$ cat src/rtl/tt_pkg.sv
// ============================================================================
// tt_pkg : shared types and helpers for the truth-table capture block
// Rev 1.0
// ============================================================================
`default_nettype none

package tt_pkg;

  typedef enum logic [1:0] {
    IDLE      = 2'd0,
    SETTLE_ST = 2'd1,
    SAMPLE    = 2'd2,
    DONE      = 2'd3
  } tt_state_t;

  localparam int TT_MAX_VARS = 8;
  localparam int TT_MAX_MW   = 1 << TT_MAX_VARS;

  function automatic int tt_mask_width(input int n);
    return 1 << n;
  endfunction

  // Scan from the top so the last hit wins, leaving the lowest set bit.
  function automatic int lowest_set_index(input logic [TT_MAX_MW-1:0] v);
    int idx;
    idx = 0;
    for (int i = TT_MAX_MW - 1; i >= 0; i--) begin
      if (v[i]) idx = i;
    end
    return idx;
  endfunction

endpackage

`default_nettype wire

$ cat src/rtl/tt_settle_timer.sv
// ============================================================================
// tt_settle_timer : loadable 4-bit down-counter with zero flag
// Rev 1.0
// ============================================================================
`default_nettype none

module tt_settle_timer #(
  parameter int SETTLE = 1
) (
  input  logic clk,
  input  logic rst_n,
  input  logic i_load,
  input  logic i_dec,
  output logic o_zero
);

  // Zero is reached after SETTLE cycles of holding, so load one less.
  localparam logic [3:0] C_LOAD = (SETTLE == 0) ? 4'd0 : 4'(SETTLE - 1);

  logic [3:0] r_cnt;

  always_ff @(posedge clk or negedge rst_n) begin
    if (!rst_n) begin
      r_cnt <= 4'd0;
    end else if (i_load) begin
      r_cnt <= C_LOAD;
    end else if (i_dec && (r_cnt != 4'd0)) begin
      r_cnt <= r_cnt - 4'd1;
    end
  end

  assign o_zero = (r_cnt == 4'd0);

endmodule

`default_nettype wire

$ cat src/rtl/truth_table_capture.sv
// ============================================================================
// truth_table_capture : sweeps all minterms, captures and checks the output
// Rev 1.0
// ============================================================================
`default_nettype none

module truth_table_capture
  import tt_pkg::*;
#(
  parameter int N_VARS = 3,
  parameter int SETTLE = 1
) (
  input  logic                     clk,
  input  logic                     rst_n,
  input  logic                     i_start,
  input  logic [(1<<N_VARS)-1:0]   i_expected,
  output logic [N_VARS-1:0]        o_vars,
  input  logic                     i_s_in,
  output logic                     o_busy,
  output logic                     o_done,
  output logic [(1<<N_VARS)-1:0]   o_mask,
  output logic                     o_pass,
  output logic [(1<<N_VARS)-1:0]   o_mismatch,
  output logic [N_VARS-1:0]        o_first_fail
);

  localparam int MW = tt_mask_width(N_VARS);
  localparam tt_state_t C_HOLD_ST = (SETTLE == 0) ? SAMPLE : SETTLE_ST;

  tt_state_t         r_state;
  logic [N_VARS:0]   r_m;
  logic [N_VARS-1:0] r_vars;
  logic [MW-1:0]     r_exp;
  logic [MW-1:0]     r_mask;
  logic              r_busy;
  logic              r_done;
  logic              r_pass;
  logic [MW-1:0]     r_mis;
  logic [N_VARS-1:0] r_ff;

  logic                 w_last;
  logic                 w_accept;
  logic                 w_tmr_load;
  logic                 w_tmr_dec;
  logic                 w_tmr_zero;
  logic [MW-1:0]        w_mis;
  logic [TT_MAX_MW-1:0] w_mis_ext;
  logic [N_VARS-1:0]    w_first;

  assign w_last     = (r_m == (N_VARS+1)'(MW - 1));
  assign w_accept   = i_start && !r_busy && ((r_state == IDLE) || (r_state == DONE));
  assign w_tmr_load = w_accept || ((r_state == SAMPLE) && !w_last);
  assign w_tmr_dec  = (r_state == SETTLE_ST);
  assign w_mis      = r_mask ^ r_exp;

  always_comb begin
    w_mis_ext         = '0;
    w_mis_ext[MW-1:0] = w_mis;
  end

  assign w_first = N_VARS'(lowest_set_index(w_mis_ext));

  tt_settle_timer #(
    .SETTLE (SETTLE)
  ) u_timer (
    .clk    (clk),
    .rst_n  (rst_n),
    .i_load (w_tmr_load),
    .i_dec  (w_tmr_dec),
    .o_zero (w_tmr_zero)
  );

  always_ff @(posedge clk or negedge rst_n) begin
    if (!rst_n) begin
      r_state <= IDLE;
      r_m     <= '0;
      r_vars  <= '0;
      r_exp   <= '0;
      r_mask  <= '0;
      r_busy  <= 1'b0;
      r_done  <= 1'b0;
      r_pass  <= 1'b0;
      r_mis   <= '0;
      r_ff    <= '0;
    end else begin
      r_done <= 1'b0;
      case (r_state)
        IDLE, DONE: begin
          if (w_accept) begin
            r_exp   <= i_expected;
            r_mask  <= '0;
            r_m     <= '0;
            r_vars  <= '0;
            r_busy  <= 1'b1;
            r_pass  <= 1'b0;
            r_mis   <= '0;
            r_ff    <= '0;
            r_state <= C_HOLD_ST;
          end else if ((r_state == DONE) && r_busy) begin
            // Mask is complete: publish the compare results with the done pulse.
            r_done <= 1'b1;
            r_busy <= 1'b0;
            r_mis  <= w_mis;
            r_pass <= (w_mis == '0);
            r_ff   <= w_first;
          end
        end
        SETTLE_ST: begin
          if (w_tmr_zero) r_state <= SAMPLE;
        end
        SAMPLE: begin
          r_mask[r_m[N_VARS-1:0]] <= i_s_in;
          if (w_last) begin
            r_state <= DONE;
          end else begin
            r_m     <= r_m + (N_VARS+1)'(1);
            r_vars  <= r_vars + N_VARS'(1);
            r_state <= C_HOLD_ST;
          end
        end
        default: r_state <= IDLE;
      endcase
    end
  end

  assign o_vars       = r_vars;
  assign o_busy       = r_busy;
  assign o_done       = r_done;
  assign o_mask       = r_mask;
  assign o_pass       = r_pass;
  assign o_mismatch   = r_mis;
  assign o_first_fail = r_ff;

endmodule

`default_nettype wire
$ cat config.mk
export PLATFORM = sky130hd
export DESIGN_NAME = truth_table_capture
export DESIGN_NICKNAME = d
export VERILOG_FILES = /design/src/rtl/tt_pkg.sv /design/src/rtl/tt_settle_timer.sv /design/src/rtl/truth_table_capture.sv
export SDC_FILE = /design/constraint.sdc
export NUM_CORES = 1
export LEC_CHECK = 0
export BUFFER_PORTS_ARGS = -buffer_cell sky130_fd_sc_hd__buf_2
export CELL_PAD_IN_SITES_DETAIL_PLACEMENT = 1
export CELL_PAD_IN_SITES_GLOBAL_PLACEMENT = 1
export CORE_ASPECT_RATIO = 0.6
export CORE_MARGIN = 4
export CORE_UTILIZATION = 30
export CTS_BUF_LIST = sky130_fd_sc_hd__clkbuf_8
export CTS_CLUSTER_DIAMETER = 50
export DETAILED_ROUTE_END_ITERATION = 12
export PLACE_DENSITY_LB_ADDON = 0.15
export SLEW_MARGIN = 20
export SYNTH_ARGS = -nofsm -noshare
export SYNTH_HDL_FRONTEND = slang
export SYNTH_SLANG_ARGS = --single-unit
$ cat constraint.sdc
create_clock -name clk -period 1.95 [get_ports clk]
set_clock_uncertainty 0.05 [all_clocks]
set_input_delay 0.195 -clock clk [delete_from_list [all_inputs] [get_ports clk]]
set_output_delay 0.195 -clock clk [all_outputs]
set_load 0.01 [all_outputs]
==> results of run 1 <==
worst max path at each step:
stage,end,from
final,o_mismatch[2],r_state[0]
after global routing,o_mismatch[5],r_state[0]
after CTS,o_mismatch[2],r_state[0]
after detailed placement,o_mismatch[2],r_state[0]
after global placement,o_mask[4],r_state[0]
after floorplan,r_exp[0],r_state[0]
state kept, by name, summed over array words and instances, names as in the netlist, 2 cells and up:
register and count:
o_mask 8, o_mismatch 8, r_exp 8, r_m 4
u_timer.r_cnt 4, o_first_fail 3, o_vars 3, r_state 2
kinds of logic after synthesis:
family | share of synthesized area, %
flops | 49.3
compound gates | 18.0
fa+ha+maj | 4.01
mux | 5.50
xor+xnor | 4.82
simple gates | 13.2
buf+inv | 5.16
layout by cell type, fill, tap and decap left out, types with 4 or more instances in the layout:
cell      count
ha_1          7
nand2_1      24
o21ai_1      12
buf_2        36
inv_2         4
inv_1         9
nor2_1        5
xor2_1        5
a21oi_1      11
mux2_1        8
nand3_1       6
a22o_1        5
dfrtp_1      43
o21ai_0      12
nor2b_1       4
clkbuf_8      5
buf_4        17
xnor2_1       7
repair_timing:
item                                    4_1_cts  5_1_grt
endpoints found under the setup margin        0       12
endpoints found under the hold margin        25        0
buffers inserted                              0        4
resized for setup                             0        1
hold buffers                                  1        0
worst max-delay path, stage by stage, from the launching register on:
cell and delay (ps):
dfrtp_1 380, inv_1 70, ha_1 310, buf_4 180, nand3_1 100, and2_1 410
nand2_1 110, o21ai_0 100
report_power, final:
group	switching, W	internal [W]
clock network	0.000340	0.000246
logic	0.00110	0.000797
registers	0.000214	0.00118
total	0.00165	0.00222
layer usage:
layer	wire (um)	track usage, %
met5	0	0
met1	3330	22.4
met4	55	3.51
met2	2170	18.3
met3	304	4.18
cell type report:
| class | instances | share of cell area [%] |
|---|---|---|
| flip-flops and latches | 43 | 40.9 |
| multi-input cells | 144 | 37.9 |
| repair buffers | 54 | 12.1 |
| well taps | 87 | 4.14 |
| clock buffers | 5 | 2.62 |
| inverters | 12 | 1.71 |
| clock inverters | 3 | 0.618 |
per-stage QoR:
step                utilization (%)  setup TNS, ps
floorplan                         -              0
global placement               36.4              0
detailed placement             36.4              0
CTS                            37.7              0
global route                   38.3          -6.23
finish                         38.3              0
==> results.ini, run 1 <==
[status]
outcome = finished, final reports clean

[die]
floorplan.initialDensity_pct = 31.7
dieHeight_um = 74.1
ios = 37
core_area_mm2 = 0.00688
num_rows = 23
die_x_um = 118
dieArea_mm2 = 0.00875

[synth]
synth_top_cell_area_share_pct = 49.3
synth.yosys.seq_area_share_pct = 49.3
postSynthRegisterBits = 43
synthesis.instances = 209
yosys_warnings = 0
synth_cell_types = 45
synth_top_cells_by_area = dfrtp_1 (49%), mux2_1 (4.1%), nand2_1 (4.1%)
yosysTopAreaCell = dfrtp_1
synthMostInstantiatedCell = dfrtp_1
ys_dominant_reg_cell = dfrtp_1
syn-num-nets = 228
async_reset_ff_share_pct = 100
syn-cell-area_mm2 = 0.00218
synth-edff-count = 0
post_synth_most_frequent_cells = dfrtp_1 (43), nand2_1 (24), o21ai_0 (12), o21ai_1 (12), a21oi_1 (11)
syn_area_per_cell_um2 = 10.4

[finish]
final_design_area_no_fill_mm2 = 0.00263
post_layout_nets = 279
fillers = 806
insertedDiodeCount = 0
post_route_cells_drive_above_1_share_pct = 27.2
area_growth_pct = 20.6
multi_input_comb_area_um2 = 998
seq_area_mm2 = 0.00108
final_non_filler_cells = 348

[route]
drtIter0Drc = 85
post-route-drc-count = 0
detail-route-antenna-nets = 0
dr_total_vias = 1714
viasPerCell = 4.93
routed_wire_length_per_instance_um = 16.8
dr.pass1.iters = 4
drt-total-wl_um = 5860

[cts]
clkSlewWorstSetupHoldPaths_ps = 90
clockBufferDepth = 2
tritoncts_num_sinks = 43
clock_tree.htree_level_count = 2
worstSkewPairLatency_ps = 310
cts_tree = done
clockRootBuffer = clkbuf_8
number_of_buffers_created_by_cts = 5

[timing]
hold_ws_ps = 46.9
report.final.hold_viol_count = 0
setup-violations-final = 0
timing_worst_slew_pin_value_ps = 642
final-max-slew-violation-count = 0
max-slew-margin-rel_pct = 57.2
min_period_ps = 1790
period_utilisation_layout_pct = 91.8
max_freq_mhz = 559
final_critical_path_setup_slack_ps = 161

[global_route]
grt_antenna_before_repair = 0
grt_util_all_layers_pct = 14.2
grt_first_pass_wirelength_um = 9580
gr-total-overflow = 0
grt_start_max_net_pins = 28
first_global_vias = 1744

[setup_path]
worst_setup_path_end_kind = flop
setup.reg_to_reg.worst_slack_ps = 160
setup.worst_path.class = flop to flop
crit_arrival_ps = 1960
timing.rr.end = o_mismatch[2]
worst_r2r_path_depth = 7
timing.rr.start = r_state[0]
timing.critical_path.fanout_max = 12
worst_setup_start_kind = flop
worst-endpoint-required_ps = 2120

[min_path]
whs_path_depth = 2
worst_hold_path.endpoint = r_exp[5]
hold_start = i_expected[5]
holdCritPathClass = primary input to flop

[job]
cap_viol_max_count = 0

[placed_design]
count_of_placed_standard_cells_including_taps = 335
final_hpwl_from_detailed_placement_um = 4400
portbufs = 36
dpl_worst_slack_ps = 92.1
routability_driven_placement_congestion_ratio = 0.759
placed_cell_area_mm2 = 0.00250

[power_and_ir_drop]
power.ir.vdd_worst_mv = 0.500
leakagePower_nw = 1.28
design_power_total_w = 0.00387
pwr_density_cell_mw_per_mm2 = 1470

No activity file was read; power rests on OpenSTA's default activity.
==> run 2: changes to the inputs <==
--- a/config.mk
+++ b/config.mk
@@ -16,2 +16,3 @@
 export DETAILED_ROUTE_END_ITERATION = 12
+export GPL_TIMING_DRIVEN = 0
 export PLACE_DENSITY_LB_ADDON = 0.15
@@ -20,2 +21,3 @@
 export SYNTH_HDL_FRONTEND = slang
+export SYNTH_HIERARCHICAL = 1
 export SYNTH_SLANG_ARGS = --single-unit
--- a/constraint.sdc
+++ b/constraint.sdc
@@ -4,2 +4,2 @@
 set_output_delay 0.195 -clock clk [all_outputs]
-set_load 0.01 [all_outputs]
+set_load 0.05 [all_outputs]
==> run 2 against run 1 <==
Sequential cell count unchanged. Routed wire length grew 10%. Sequential share of layout area is 3.3 points lower. Final area grew 8.9%. Count of clock-buffer cells in the layout unchanged. Synthesized cell count rose by 12%. Largest cell class is now multi-input combinational cells. Hold slack better by 19 ps. Fmax fell by 4.7%. Clock power is 0.7% lower.
==> results.ini, run 2 <==
[status]
outcome = finished, final reports clean

[global_route]
grt_antenna_before_repair = 0  ; unchanged
first_global_vias = 1920  ; +10%
grt_util_all_layers_pct = 14.6  ; +0.48 points
grt_start_max_net_pins = 44  ; +57%
grt_first_pass_wirelength_um = 10500  ; +10%
gr-total-overflow = 0  ; unchanged

[setup_path]
worst-endpoint-required_ps = 2150  ; +30 ps
timing.critical_path.fanout_max = 9  ; -3
worst_setup_start_kind = flop
crit_path_top_delay_cell = or4_4
setup.worst_path.class = flop to flop
crit_family = simple AND/OR/NAND/NOR gates
path_cells = ha_2, and3b_1, buf_6, or4_4, a21oi_2, a221o_1
cp.buffers_inverters = 1  ; -1
cp_slowest_stage_delay_ps = 530  ; +120 ps
crit_arrival_ps = 2070  ; +110 ps
worst_setup_path_end_kind = flop

[placed_design]
final_hpwl_from_detailed_placement_um = 4640  ; +5.4%
routability_driven_placement_congestion_ratio = 0.799  ; +5.2%
portbufs = 36  ; unchanged
dpl_worst_slack_ps = -410  ; -502 ps
count_of_placed_standard_cells_including_taps = 374  ; +12%

[synth]
syn-num-nets = 254  ; +11%
ys_dominant_reg_cell = dfrtp_1
post_synth_most_frequent_cells = dfrtp_1 (43), nand2_1 (31), o21ai_0 (23)
synthMostInstantiatedCell = dfrtp_1
postSynthRegisterBits = 43  ; unchanged
syn_area_per_cell_um2 = 9.87  ; -5.5%
synth-edff-count = 0  ; unchanged
synth_top_cell_area_share_pct = 46.6  ; -2.7 points
async_reset_ff_share_pct = 100  ; unchanged
synthesis.instances = 234  ; +12%
syn-cell-area_mm2 = 0.00231  ; +5.8%
synth_top_cells_by_area = dfrtp_1 (47%), nand2_1 (5.0%), o21ai_0 (5.0%)
synth_cell_types = 44  ; -2.2%
yosys_warnings = 6  ; +6
yosysTopAreaCell = dfrtp_1
synth.yosys.seq_area_share_pct = 46.6  ; -2.7 points

[route]
post-route-drc-count = 0  ; unchanged
viasPerCell = 4.92  ; -0.14%
dr_total_vias = 1923  ; +12%
drt-total-wl_um = 6460  ; +10%
dr.pass1.iters = 4  ; unchanged
detail-route-antenna-nets = 0  ; unchanged
routed_wire_length_per_instance_um = 16.5  ; -1.8%
drtIter0Drc = 81  ; -4.7%

[finish]
layout_commonest_cell = dfrtp_1
multi_input_comb_area_mm2 = 0.00118  ; +18%
area_growth_pct = 24.2
post_route_cells_drive_above_1_share_pct = 31.4  ; +4.2 points
most-common-layout-cells = dfrtp_1 (42), buf_2 (35), nand2_1 (31)
insertedDiodeCount = 0  ; unchanged
finished_core_util_pct = 39.0  ; +0.71 points
post_layout_nets = 306  ; +9.7%
final_non_filler_cells = 391  ; +12%
seq_area_mm2 = 0.00108  ; +0.12%
fillers = 874  ; +8.4%

[power_and_ir_drop]
leakagePower_nw = 1.30  ; +1.8%
design_power_total_w = 0.00456  ; +18%
pwr_density_cell_mw_per_mm2 = 1590  ; +8.3%
clkPwrFrac_pct = 12.8  ; -2.3 points
switching_share_pct = 48.5  ; +5.8 points
comb_power_share_pct = 56.7  ; +7.7 points
power.internal_w = 0.00235  ; +5.9%
seq_power_share_pct = 30.6  ; -5.3 points
switching_power_w = 0.00221  ; +34%
power.ir.vdd_worst_mv = 0.394  ; -21%

[die]
core_area_mm2 = 0.00736  ; +7.0%
die_x_um = 121  ; +2.7%
num_rows = 24  ; +4.3%
dieHeight_um = 76.0  ; +2.6%
dieArea_mm2 = 0.00921  ; +5.3%
ios = 37  ; unchanged
floorplan.initialDensity_pct = 31.4  ; -0.35 points

[timing]
setup-violations-final = 0  ; unchanged
final_critical_path_setup_slack_ps = 71.3  ; -89.2 ps
max-slew-margin-rel_pct = 60.9  ; +3.8 points
report.final.hold_viol_count = 0  ; unchanged
period_utilisation_layout_pct = 96.3  ; +4.6 points
timing_worst_slew_pin_value_ps = 586  ; -56.3 ps
hold_ws_ps = 66.0  ; +19.1 ps
max_freq_mhz = 532  ; -4.7%
min_period_ps = 1880  ; +89.2 ps
final-max-slew-violation-count = 0  ; unchanged

[cts]
cts_tree = done
clock_tree.htree_level_count = 2  ; unchanged
clkSlewWorstSetupHoldPaths_ps = 90  ; about the same
clockBufferDepth = 2  ; unchanged
clockRootBuffer = clkbuf_8
worstSkewPairLatency_ps = 300  ; about the same
tritoncts_num_sinks = 43  ; unchanged
number_of_buffers_created_by_cts = 5  ; unchanged

[min_path]
holdCritPathClass = primary input to flop

[job]
cap_viol_max_count = 0  ; unchanged

-- run 2: final timing paths --
| check | end | start | slack, ps | depth (start not counted) |
|---|---|---|---|---|
| max | r_m[3] | r_m[0] | 70 | 6 |
| min | r_exp[7] | i_expected[7] | 70 | 2 |
| max reg2reg | r_m[3] | r_m[0] | 70 | 6 |
| min reg2reg | o_mismatch[5] | o_mismatch[5] | 430 | 2 |
| max in group asynchronous | r_m[0] | rst_n | 1070 | 2 |
| min in group asynchronous | o_vars[0] | rst_n | 360 | 2 |
-- run 2: what timing repair did --
action / in CTS / in global routing
setup buffers: 0 / 8
cloned: 0 / 0
hold buffers: 0 / 1
gates resized for setup: 14 / 13
pin swaps: 1 / 2
endpoints found under the setup margin: 27 / 21
endpoints found under the hold margin: 0 / 43
-- run 2: kinds of logic (layout without fill, tap and decap cells) --
kind of cell / Yosys count / count (layout) / synth area share [%]
compound gates: 63 / 63 / 17.7
xor+xnor: 9 / 9 / 3.41
fa+ha+maj: 8 / 8 / 4.34
buf+inv: 22 / 75 / 5.42
flops: 43 / 43 / 46.6
mux: 11 / 11 / 5.31
simple gates: 78 / 78 / 17.2
-- run 2: cell type report --
cell class / instances / share of cell area (%)
plain buffers: 11 / 3.45
clock buffers: 5 / 2.40
clock inverters: 3 / 0.567
inverters: 11 / 1.57
multi-input cells: 169 / 41.1
flip-flops and latches: 43 / 37.6
well taps: 104 / 4.54
repair buffers: 45 / 8.82
-- run 2: power groups by stage --
| stage | Combinational, W | Sequential (W) | Clock [W] |
|---|---|---|---|
| 2_1_floorplan | 0.00122 | 0.00187 | 0 |
| 3_3_place_gp | 0.00228 | 0.00139 | 0 |
| 3_5_place_dp | 0.00231 | 0.00140 | 0 |
| 4_1_cts | 0.00242 | 0.00139 | 0.000604 |
| 5_1_grt | 0.00281 | 0.00143 | 0.000649 |
| 6_report | 0.00259 | 0.00139 | 0.000582 |
-- run 2: worst register-to-register path, delay by kind of cell (launching register included) --
family,cells,cell delay [ps]
AO/OA/AOI/OAI,2,260
adder cells (fa/ha/maj),1,220
buffers and inverters,1,140
flip-flops,1,450
AND/OR/NAND/NOR,2,700
-- run 2: routing by layer --
metal	track usage [%]	up-vias	routed length, um
met2	18.8	29	2530
met1	23.3	956	3600
met5	0	-	0
li1	-	934	-
met4	4.03	0	53
met3	4.02	4	278
-- run 2: metrics by stage --
stage	setup TNS [ps]	cell area [um2]
finish	0	2870
global route	-6.00	2870
CTS	-6.34	2750
detailed placement	-6500	2620
global placement	-5860	2620
floorplan	0	2310
==> run 3: changes to the inputs <==
- ABC_AREA: not set -> 1
==> run 3 against run 2 <==
Critical path depth rose by 4. Routed wire length fell by 12%. Count of clock-buffer cells in the layout did not move. Register-to-register slack improved by 60 ps. Worst setup slack improved by 55 ps. Clock power rose by 45%. Die area fell by 6.7%. Final area fell by 8.8%. Synthesized cell count rose by 9.4%. Critical path type unchanged. Critical endpoint is now u_timer/r_cnt[3].
==> results.ini, run 3 <==
[finish]
final_design_area_no_fill_mm2 = 0.00262  ; -8.8%
post_layout_nets = 323  ; +5.6%
area_growth_pct = 22.2
fillers = 848  ; -3.0%
finished_core_util_pct = 38.5  ; -0.46 points
most-common-layout-cells = nand2_1 (66), dfrtp_1 (43), buf_2 (36)
seq_area_mm2 = 0.00108  ; -0.12%
multi_input_comb_area_um2 = 908  ; -23%
layout_commonest_cell = nand2_1
post_route_cells_drive_above_1_share_pct = 20.4  ; -11 points
insertedDiodeCount = 0  ; unchanged

[cts]
number_of_buffers_created_by_cts = 5  ; unchanged
clockBufferDepth = 2  ; unchanged
clockRootBuffer = clkbuf_8
tritoncts_num_sinks = 43  ; unchanged
worstSkewPairLatency_ps = 300  ; about the same
cts_tree = done
clock_tree.htree_level_count = 2  ; unchanged
clkSlewWorstSetupHoldPaths_ps = 100  ; about the same

[route]
drtIter0Drc = 65  ; -20%
dr_total_vias = 1814  ; -5.7%
detail-route-antenna-nets = 0  ; unchanged
routed_wire_length_per_instance_um = 14.5  ; -12%
drt-total-wl_um = 5680  ; -12%
viasPerCell = 4.64  ; -5.7%
dr.pass1.iters = 4  ; unchanged
post-route-drc-count = 0  ; unchanged

[synth]
synth.yosys.seq_area_share_pct = 50.3  ; +3.7 points
synth_cell_types = 26  ; -41%
postSynthRegisterBits = 43  ; unchanged
synth_top_cells_by_area = dfrtp_1 (50%), nand2_1 (12%), o21ai_0 (7.2%)
ys_dominant_reg_cell = dfrtp_1
async_reset_ff_share_pct = 100  ; unchanged
yosysTopAreaCell = dfrtp_1
post_synth_most_frequent_cells = nand2_1 (66), dfrtp_1 (43), inv_1 (34)
yosys_warnings = 6  ; unchanged
syn-num-nets = 276  ; +8.7%
synthMostInstantiatedCell = nand2_1
syn-cell-area_mm2 = 0.00214  ; -7.3%
synth-edff-count = 0  ; unchanged
synth_top_cell_area_share_pct = 50.3  ; +3.7 points
syn_area_per_cell_um2 = 8.36  ; -15%
synthesis.instances = 256  ; +9.4%

[min_path]
holdCritPathClass = primary input to flop

[timing]
timing_worst_slew_pin_value_ps = 576  ; -9.53 ps
period_utilisation_layout_pct = 93.5  ; -2.8 points
max-slew-margin-rel_pct = 61.6  ; +0.64 points
setup-violations-final = 0  ; unchanged
final-max-slew-violation-count = 0  ; unchanged
hold_ws_ps = 36.7  ; -29.3 ps
report.final.hold_viol_count = 0  ; unchanged
min_period_ps = 1820  ; -55.2 ps
max_freq_mhz = 548  ; +3.0%

[die]
core_area_mm2 = 0.00679  ; -7.7%
dieArea_mm2 = 0.00860  ; -6.7%
die_x_um = 117  ; -3.5%
dieHeight_um = 73.4  ; -3.3%
floorplan.initialDensity_pct = 31.5  ; +0.14 points
num_rows = 23  ; -4.2%
ios = 37  ; unchanged

[setup_path]
setup.worst_path.class = flop to flop
path_cells = ha_4, nand3_2, buf_4, buf_4, nand2_1, inv_2, nand2_2, inv_2, nand2_1, nand2_1
timing.critical_path.fanout_max = 10  ; +1
critical-path-top-cell-by-count = nand2_1
crit_arrival_ps = 1970  ; -100 ps
cp_slowest_stage_delay_ps = 440  ; -90 ps
worst_setup_path_end_kind = flop
crit_path_top_delay_cell = dfrtp_1
worst-endpoint-required_ps = 2090  ; -60 ps
worst_setup_start_kind = flop

[status]
outcome = finished, final reports clean

[power_and_ir_drop]
leakagePower_nw = 1.39  ; +6.5%
pwr_density_cell_mw_per_mm2 = 1910  ; +20%
power.ir.vdd_worst_mv = 0.590  ; +50%

[job]
cap_viol_max_count = 0  ; unchanged

[global_route]
grt_first_pass_wirelength_um = 9740  ; -7.5%
gr-total-overflow = 0  ; unchanged
grt_start_max_net_pins = 44  ; unchanged
grt_antenna_before_repair = 0  ; unchanged
first_global_vias = 1948  ; +1.5%
grt_util_all_layers_pct = 14.8  ; +0.15 points

[placed_design]
placed_cell_area_mm2 = 0.00243  ; -7.3%
routability_driven_placement_congestion_ratio = 0.747  ; -6.5%
final_hpwl_from_detailed_placement_um = 4230  ; -8.9%
portbufs = 36  ; unchanged

[run 3: final timing paths]
check	start	endpoint	slack, ps	depth (start not counted)
setup / recovery	r_state[1]	u_timer/r_cnt[3]	130	10
min in group asynchronous	rst_n	u_timer/r_cnt[3]	370	2
max in group asynchronous	rst_n	r_exp[0]	1060	2
hold reg to reg	r_exp[0]	r_exp[0]	460	2
setup reg to reg	r_state[1]	u_timer/r_cnt[3]	130	10
hold / removal	i_expected[5]	r_exp[5]	40	3
[run 3: cell type report]
cell class              instances  area share [%]
clock inverters                 3            2.44
multi-input cells             170            34.7
inverters                      38            5.45
plain buffers                   5            1.20
repair buffers                 40            8.23
well taps                      87            4.16
flip-flops and latches         43            41.1
clock buffers                   5            2.63
[run 3: through the flow]
step                instances  worst slack, ps  total power [W]  setup TNS (ps)
finish                    391              126          0.00499               0
global route              391          -0.0191          0.00543         -0.0191
CTS                       388             55.5          0.00499               0
detailed placement        379             -123          0.00409            -454
global placement          379             -127          0.00403            -444
floorplan                 256              149          0.00342               0
[run 3: what timing repair did]
item	CTS	global route
hold buffers	0	1
endpoints found under the hold margin	0	43
pin swaps	0	1
gates cloned	0	0
resized for setup	2	1
setup buffers	1	2
endpoints found under the setup margin	4	4
[run 3: logic make-up (layout without fill, tap and decap cells)]
family	count (synthesis)	count (layout)	synth area share (%)
AND/OR/NAND/NOR	112	112	23.0
XOR/XNOR	9	9	3.68
adder cells (fa/ha/maj)	8	8	4.68
buffers and inverters	43	91	8.12
AO/OA/AOI/OAI	41	41	10.2
flip-flops	43	43	50.3
[run 3: power by group]
group / switching, W / total, W / internal, W
logic: 0.00185 / 0.00264 / 0.000787
clock network: 0.000337 / 0.000844 / 0.000508
registers: 0.000270 / 0.00151 / 0.00124
[run 3: layer usage]
| metal | global-route usage, % | share of wire (%) |
|---|---|---|
| met1 | 22.3 | 57 |
| met2 | 21.2 | 38 |
| met3 | 3.87 | 4.4 |
| met4 | 3.05 | 0.42 |
| met5 | 0 | 0 |
[run 3: critical path, delay by kind of cell (launching register included)]
family                   cells  cell delay, ps
flip-flops                   1             440
adder cells (fa/ha/maj)      1             320
buffers and inverters        4             490
AND/OR/NAND/NOR              5             430
